[src/rtl/wb_arb_pkg.sv]
// Shared types and constants for the Wishbone/secondary-port BRAM arbiter.
// Holds the FSM state encoding, requester port indices and the byte-strobe width.
package wb_arb_pkg;

  typedef enum logic [1:0] {
    IDLE   = 2'd0,
    ACCESS = 2'd1,
    RESP   = 2'd2
  } state_t;

  localparam int PORT_M0   = 0;
  localparam int PORT_M1   = 1;
  localparam int NUM_PORTS = 2;
  localparam int STRB_W    = 4;
  localparam int DATA_W    = 32;

  // Byte-write enables seen by the BRAM: strobes only matter for writes.
  function automatic logic [STRB_W-1:0] write_mask(input logic [STRB_W-1:0] strb,
                                                    input logic              we);
    return strb & {STRB_W{we}};
  endfunction

endpackage

[src/rtl/rr_arbiter2.sv]
// Two-requester arbiter producing a one-hot grant; ties alternate against last_grant.
// Build option ARB_M0_PRIORITY_EN: ties always go to m0 and last_grant is ignored.
module rr_arbiter2
  import wb_arb_pkg::*;
(
  input  logic [NUM_PORTS-1:0] req,
  input  logic                 last_grant,
  output logic [NUM_PORTS-1:0] grant
);

`ifdef ARB_M0_PRIORITY_EN
  logic unused_last_grant;
  assign unused_last_grant = last_grant;

  always_comb begin
    grant = '0;
    if (req[PORT_M0]) begin
      grant[PORT_M0] = 1'b1;
    end else if (req[PORT_M1]) begin
      grant[PORT_M1] = 1'b1;
    end
  end
`else
  always_comb begin
    grant = '0;
    if (req[PORT_M0] && req[PORT_M1]) begin
      // The port that did not win last time gets this tie.
      if (last_grant == 1'(PORT_M1)) begin
        grant[PORT_M0] = 1'b1;
      end else begin
        grant[PORT_M1] = 1'b1;
      end
    end else begin
      grant = req;
    end
  end
`endif

endmodule

[src/rtl/wb_bram_arbiter.sv]
// Shares one BRAM port between a Wishbone classic slave (m0) and a UART DMA requester (m1).
// Build option ARB_M0_PRIORITY_EN selects fixed m0 priority instead of round-robin on ties.
module wb_bram_arbiter
  import wb_arb_pkg::*;
#(
  parameter int ADDR_W = 10,
  parameter int DELAYS = 10
) (
  input  logic              clk,
  input  logic              rst,
  input  logic              m0_cyc_i,
  input  logic              m0_stb_i,
  input  logic              m0_we_i,
  input  logic [3:0]        m0_sel_i,
  input  logic [31:0]       m0_adr_i,
  input  logic [31:0]       m0_dat_i,
  output logic              m0_ack_o,
  output logic [31:0]       m0_dat_o,
  input  logic              m1_req_i,
  input  logic              m1_we_i,
  input  logic [3:0]        m1_wstrb_i,
  input  logic [ADDR_W-1:0] m1_addr_i,
  input  logic [31:0]       m1_wdata_i,
  output logic              m1_done_o,
  output logic [31:0]       m1_rdata_o,
  output logic              bram_en_o,
  output logic [3:0]        bram_we_o,
  output logic [ADDR_W-1:0] bram_a_o,
  output logic [31:0]       bram_di_o,
  input  logic [31:0]       bram_do_i,
  output logic              busy_o
);

  localparam int CNT_W = (DELAYS < 1) ? 1 : $clog2(DELAYS + 1);

  state_t               state_reg, state_next;
  logic [CNT_W-1:0]     cnt_reg;
  logic [NUM_PORTS-1:0] gnt_reg;
  logic                 last_grant_reg;
  logic                 we_reg;
  logic [STRB_W-1:0]    strb_reg;
  logic [ADDR_W-1:0]    addr_reg;
  logic [DATA_W-1:0]    wdata_reg;
  logic [DATA_W-1:0]    rdata_reg;

  logic [NUM_PORTS-1:0] req;
  logic [NUM_PORTS-1:0] grant;
  logic [NUM_PORTS-1:0] resp;
  logic [STRB_W-1:0]    we_mask;
  logic                 start;
  logic                 last_cycle;
  logic                 first_cycle;
  logic                 m0_abort;

  // Only the word-address bits of the Wishbone address reach the BRAM.
  logic unused_adr;
  assign unused_adr = ^{m0_adr_i[31:ADDR_W+2], m0_adr_i[1:0]};

  assign req[PORT_M0] = m0_cyc_i & m0_stb_i;
  assign req[PORT_M1] = m1_req_i;

  rr_arbiter2 u_arb (
    .req        (req),
    .last_grant (last_grant_reg),
    .grant      (grant)
  );

  assign start       = (state_reg == IDLE) && (|req);
  assign first_cycle = (state_reg == ACCESS) && (cnt_reg == '0);
  assign last_cycle  = (cnt_reg == CNT_W'(DELAYS));
  // m1 holds its request until done, so only a Wishbone master can walk away.
  assign m0_abort    = (state_reg == ACCESS) && gnt_reg[PORT_M0] && !m0_cyc_i;

  always_ff @(posedge clk) begin
    if (rst) begin
      state_reg <= IDLE;
    end else begin
      state_reg <= state_next;
    end
  end

  always_comb begin
    state_next = state_reg;
    case (state_reg)
      IDLE: begin
        if (|req) begin
          state_next = ACCESS;
        end
      end
      ACCESS: begin
        if (m0_abort) begin
          state_next = IDLE;
        end else if (last_cycle) begin
          state_next = RESP;
        end
      end
      RESP: begin
        state_next = IDLE;
      end
      default: begin
        state_next = IDLE;
      end
    endcase
  end

  always_ff @(posedge clk) begin
    if (rst) begin
      cnt_reg        <= '0;
      gnt_reg        <= '0;
      last_grant_reg <= 1'(PORT_M1);
      we_reg         <= 1'b0;
      strb_reg       <= '0;
      addr_reg       <= '0;
      wdata_reg      <= '0;
      rdata_reg      <= '0;
    end else if (start) begin
      cnt_reg        <= '0;
      gnt_reg        <= grant;
      last_grant_reg <= grant[PORT_M1];
      if (grant[PORT_M0]) begin
        we_reg    <= m0_we_i;
        strb_reg  <= m0_sel_i;
        addr_reg  <= m0_adr_i[ADDR_W+1:2];
        wdata_reg <= m0_dat_i;
      end else begin
        we_reg    <= m1_we_i;
        strb_reg  <= m1_wstrb_i;
        addr_reg  <= m1_addr_i;
        wdata_reg <= m1_wdata_i;
      end
    end else if (state_reg == ACCESS) begin
      cnt_reg <= cnt_reg + 1'b1;
      // BRAM output has been stable since the cycle after enable; take it on the way out.
      if (last_cycle && !we_reg && !m0_abort) begin
        rdata_reg <= bram_do_i;
      end
    end
  end

  assign we_mask = write_mask(strb_reg, we_reg);

  genvar gi;
  generate
    for (gi = 0; gi < STRB_W; gi++) begin : g_lane
      assign bram_we_o[gi] = first_cycle & we_mask[gi];
    end
    for (gi = 0; gi < NUM_PORTS; gi++) begin : g_resp
      assign resp[gi] = (state_reg == RESP) & gnt_reg[gi];
    end
  endgenerate

  assign bram_en_o  = (state_reg == ACCESS);
  assign bram_a_o   = addr_reg;
  assign bram_di_o  = wdata_reg;
  assign m0_ack_o   = resp[PORT_M0];
  assign m1_done_o  = resp[PORT_M1];
  assign m0_dat_o   = rdata_reg;
  assign m1_rdata_o = rdata_reg;
  assign busy_o     = (state_reg != IDLE);

endmodule
[config.mk]
export PLATFORM = sky130hd
export DESIGN_NAME = wb_bram_arbiter
export DESIGN_NICKNAME = d
export VERILOG_FILES = /design/src/rtl/wb_arb_pkg.sv /design/src/rtl/rr_arbiter2.sv /design/src/rtl/wb_bram_arbiter.sv
export SDC_FILE = /design/constraint.sdc
export NUM_CORES = 1
export LEC_CHECK = 0
export BUFFER_PORTS_ARGS = -buffer_cell sky130_fd_sc_hd__buf_4
export CORE_MARGIN = 5
export CORE_UTILIZATION = 30
export DETAILED_ROUTE_END_ITERATION = 6
export PLACE_DENSITY_LB_ADDON = 0.15
export SETUP_SLACK_MARGIN = 0.15
export SKIP_CTS_REPAIR_TIMING = 1
export SYNTH_ARGS = -nofsm -noshare
export SYNTH_HDL_FRONTEND = slang
export SYNTH_HIERARCHICAL = 1
export SYNTH_SLANG_ARGS = --single-unit
[constraint.sdc]
create_clock -name clk -period 2.3 [get_ports clk]
set_clock_uncertainty 0.2 [all_clocks]
set_input_delay 0.23 -clock clk [delete_from_list [all_inputs] [get_ports clk]]
set_output_delay 0.23 -clock clk [all_outputs]
set_load 0.005 [all_outputs]
## Word-level counts from Yosys, hierarchy flattened

Index checks and enable logic that the tools add are counted.

| operators by class | value |
|---|---|
| mux-type cells | 11 |
| bitwise logic cells | 9 |
| shift-type cells | 0 |
| add/subtract/negate cells | 1 |
| div/mod/pow operators | 0 |
| $lt $le $gt $ge | 0 |
| equal/unequal tests | 5 |
| reduce and logical (&&, ||, !) cells | 17 |
| $mul | 0 |

Operators by type and width:

| kind | number |
|---|---|
| $mux W32 | 1 |
| $mux W10 | 1 |
| $mux W2 | 4 |
| $and A1 B1 Y1 | 7 |
| $logic_and A1 B1 Y1 | 7 |
| $add A4 B1 Y4 const B | 1 |
| $and A4 B4 Y4 | 1 |
| $eq A4 B4 Y1 const B | 1 |
| $logic_not A4 Y1 | 1 |
| $mux W4 | 1 |
| $pmux W2 S2 | 1 |
| $reduce_or A2 Y1 | 2 |
| $logic_not A1 Y1 | 3 |
| $mux W1 | 3 |
| $ne A3 B1 Y1 const B | 1 |
| $reduce_and A3 Y1 | 1 |
| $eq A2 B1 Y1 const B | 1 |
| $eq A2 B2 Y1 const B | 1 |
| $logic_not A2 Y1 | 1 |
| $ne A2 B1 Y1 const B | 1 |
| $reduce_and A2 Y1 | 1 |
| $reduce_bool A2 Y1 | 1 |
| $not A1 Y1 | 1 |

| word-level totals | value |
|---|---|
| logic and storage cells | 52 |
| latch bits | 0 |
| memories | 0 |
| memory bits (writable) | 0 |
| bits in read-only memories | 0 |
| register bits | 88 |

## Depth between registers and ports, before layout

| logic depth | value |
|---|---|
| depth in word-level cells | 6 |
| mapped depth | 7 |

## Hierarchy

The synthesis kept the hierarchy.

Modules (own cells, without submodules):

| module | area an instance (µm²) | sequential area each (µm²) | times used | cells each |
|---|---|---|---|---|
| wb_bram_arbiter | 4326.6 | 1761.7 | 1 | 461 |
| rr_arbiter2 | 18.8 | 0.0 | 1 | 3 |

## Worst setup path after synthesis

Ideal clock, no wire load.

| timing | value |
|---|---|
| kind | register to register |
| start point | reg cnt_reg[0] |
| end point | reg rdata_reg[22], in the netlist m0_dat_o[22] |
| stages on the path, launching flop included | 7 |
| setup time | 0.132 ns |
| arrival time | 1.244 ns |
| required time | 1.968 ns |
| setup slack | 0.724 ns |
| path through | dfxtp_1 -> inv_1 -> ha_1 -> nand3b_1 -> clkbuf_1 -> o41ai_1 -> a21oi_1 |

| between the ends | value |
|---|---|
| word-level cells in the longest chain between the ends | 4 |

RTL lines:

| item | RTL line | source |
|---|---|---|
| from (decl) | wb_bram_arbiter.sv:37 | `logic [CNT_W-1:0] cnt_reg;` |
| from (signal assigned) | wb_bram_arbiter.sv:132 | `cnt_reg <= cnt_reg + 1'b1;` |
| $eq A4 B4 Y1 | wb_bram_arbiter.sv:70 | `assign last_cycle = (cnt_reg == CNT_W'(DELAYS));` |
| $logic_and A1 B1 Y1 (2 in a row) | wb_bram_arbiter.sv:134 | `if (last_cycle && !we_reg && !m0_abort) begin` |
| $reduce_and A3 Y1 (no line) | -- |  |
| to (signal assigned) | wb_bram_arbiter.sv:135 | `rdata_reg <= bram_do_i;` |
| to (decl) | wb_bram_arbiter.sv:44 | `logic [DATA_W-1:0] rdata_reg;` |

Every way passes these cells.
A chain may end at the register's enable or synchronous reset.

## Worst setup path after layout

| timing | value |
|---|---|
| start point | reg state_reg[1] |
| end point | out bram_we_o[3] |

| between the ends | value |
|---|---|
| word-level cells in the longest chain between the ends | 3 |

RTL lines:

| item | RTL line | source |
|---|---|---|
| from (decl) | wb_bram_arbiter.sv:36 | `state_t state_reg, state_next;` |
| from (signal assigned) | wb_bram_arbiter.sv:78 | `state_reg <= state_next;` |
| $eq A2 B1 Y1 | wb_bram_arbiter.sv:69 | `assign first_cycle = (state_reg == ACCESS) && (cnt_reg == '0);` |
| $logic_and A1 B1 Y1 | wb_bram_arbiter.sv:69 |  |
| $and A1 B1 Y1 | wb_bram_arbiter.sv:145 | `assign bram_we_o[gi] = first_cycle & we_mask[gi];` |
| to (decl) | wb_bram_arbiter.sv:27 | `output logic [3:0] bram_we_o,` |

Every way passes these cells.

==> flow_summary.ini <==
[sta]
fmax_mhz = 492
whs_ns = 0.0345
hold_viol = 0
min_period_ns = 2.03
slew_headroom = 0.695
setup_violations = 0
tightest_slew_ns = 0.457
rsz0062_at_grt = false
drv_slew = 0
final.period_utilization = 0.884
tns_ns = 0

[layout]
final_common_cell = buf_4
drive_above_1_share = 0.420
final_cell_mix = buf_4, dfxtp_1, a21oi_1
area_growth_syn_to_layout_pct = 54.9
fin_nets = 837
fill_cells = 1374
diodes = 0
multi_input_area_um2 = 2060
regArea_um2 = 1760

[global_routing]
grt_pass1_wl_mm = 21.3
grt_pass1_vias = 4081
antenna_found_initial = 0
grt_overflow_total = 0
grt_use_total = 0.159
grt_max_degree = 50

[synthesis]
synth_seq_area_share = 0.405
synth-edff-count = 0
syn-num-nets = 620
ys_seq_elements = 88
synthArstFlopShare = 0
syn-cell-area_um2 = 4350
postSynthCellCount = 464
yosys_warnings = 6
synth_cell_type_count = 35
yosys_most_used_dff = dfxtp_1
syn_avg_cell_area_um2 = 9.37

[worst_setup_path]
cp_max_fo = 5
path_class = register to primary output
crit_arrival_ns = 1.60
path_cells = nand2b_2 -> nor4_2 -> buf_4 -> and2_1 -> buf_4
crit_family = simple AND/OR/NAND/NOR gates
slowest_delay_ns = 0.36
start_kind = register
cp.depth = 5
reg2regPathDepth = 6
path_common_cell = buf_4
cpMaxStageDelayCell = dfxtp_1
cp.required_ns = 1.87
endpoint_kind = primary output
worst-path-buf-inv = 2

[clocking]
clkTransAtPathRegs_ns = 0.07
cts.sinks = 88
clock-root-buffer = clkbuf_16
h-tree-depth = 3
clk_latency_ns = 0.34
clk_path_buf_depth = 2
cts_tree = built
cts_buffers = 9

[run_status]
status = completed

[routing]
drt_first_pass_iters = 5
drt_iter0_drc = 121
viasPerCell = 5.12
num_vias = 4452
routed.top_layer = met4
drcViolationCount = 0
wl_met3_mm = 1.56
wl_met2_mm = 6.84
wl_per_cell_um = 16.7
antenna_left = 0
wl_met1_mm = 5.83
wirelength_mm = 14.5

[die]
die_width_um = 130
dieArea_um2 = 17000
fp.coreArea_um2 = 14400
start_util = 0.302
die_h_um = 130
rows = 44
num_io_pins = 267

[place]
numPortBuffers = 244
gp_congestion = 0.709
dpl.hpwl_mm = 10.0

[worst_hold_path]
hold_path_depth = 3
hp-class = primary input to register

[power_and_ir_drop]
peakVddDrop_mv = 0.309
p_leak_nw = 2.83
power_density_nw_per_um2 = 612

[job]
max_cap_violations = 0
logic make-up after synthesis:
kind of cell / Yosys count / synth area share
AOI/OAI and AO/OA: 170 / 0.255
xor gates and xnor gates: 2 / 0.00403
adders and majority gates: 3 / 0.00864
buffers and inverters: 94 / 0.132
DFF: 88 / 0.405
muxes: 48 / 0.111
and+or+nand+nor: 59 / 0.0844
cells in the mapped netlist, types with 2 or more instances:
cell type | number | area [um2]
nand3_1 | 3 | 15.0
nand3b_1 | 3 | 22.5
clkbuf_1 | 22 | 82.6
a21oi_1 | 82 | 410
ha_1 | 3 | 37.5
a211oi_1 | 47 | 353
nor2_1 | 2 | 7.51
nor3_1 | 3 | 15.0
nand2b_1 | 2 | 12.5
buf_2 | 24 | 120
nand4_1 | 32 | 200
inv_1 | 3 | 11.3
dfxtp_1 | 88 | 1760
mux2i_1 | 48 | 480
buf_4 | 35 | 263
nor4_1 | 2 | 12.5
o41ai_1 | 32 | 280
and2_1 | 5 | 31.3
and3b_1 | 2 | 17.5
o21ai_0 | 4 | 20.0
buf_6 | 8 | 90.1
report_power, final:
part	switching [mW]	leakage, nW	internal (mW)
Sequential	0.0558	0.722	1.62
Combinational	0.372	1.95	0.427
Clock	0.606	0.161	1.04
Total	1.03	2.83	3.09
final timing paths:
check	start	end	slack, ns
worst max-delay path	state_reg[1]	bram_we_o[3]	0.27
worst min-delay path	m1_wdata_i[28]	bram_di_o[28]	0.03
worst max register to register	cnt_reg[0]	m0_dat_o[24]	0.46
worst min register to register	m0_dat_o[1]	m0_dat_o[1]	0.28
routing by layer:
metal | vias up | GRT usage
met5 | - | 0
met4 | 0 | 0.0726
met3 | 19 | 0.0508
met2 | 209 | 0.250
met1 | 2056 | 0.198
li1 | 2168 | -
layout make-up:
class	instances	area share
clock inverter	4	0.0112
tap	184	0.0342
inverter	5	0.00279
timing repair buffer	295	0.345
clock buffer	12	0.0396
sequential	88	0.262
multi-input combinational	282	0.306
per-stage QoR:
step           cells  power, mW   util  setup slack [ns]  cell area (um2)
4_1_cts          838       4.15  0.446             0.197             6400
6_report         870       4.12  0.468             0.266             6730
3_3_place_gp     822       2.46  0.422             0.508             6060
5_1_grt          870       4.33  0.468             0.159             6730
2_1_floorplan    464       2.07      -             0.724             4350
3_5_place_dp     822       2.47  0.422             0.470             6060
worst min-delay path, stage by stage:
cell,delay (ns)
buf_4,0.11
mux2i_1,0.11
a211oi_1,0.08
Note: power is estimated with default switching activity, not from simulation.
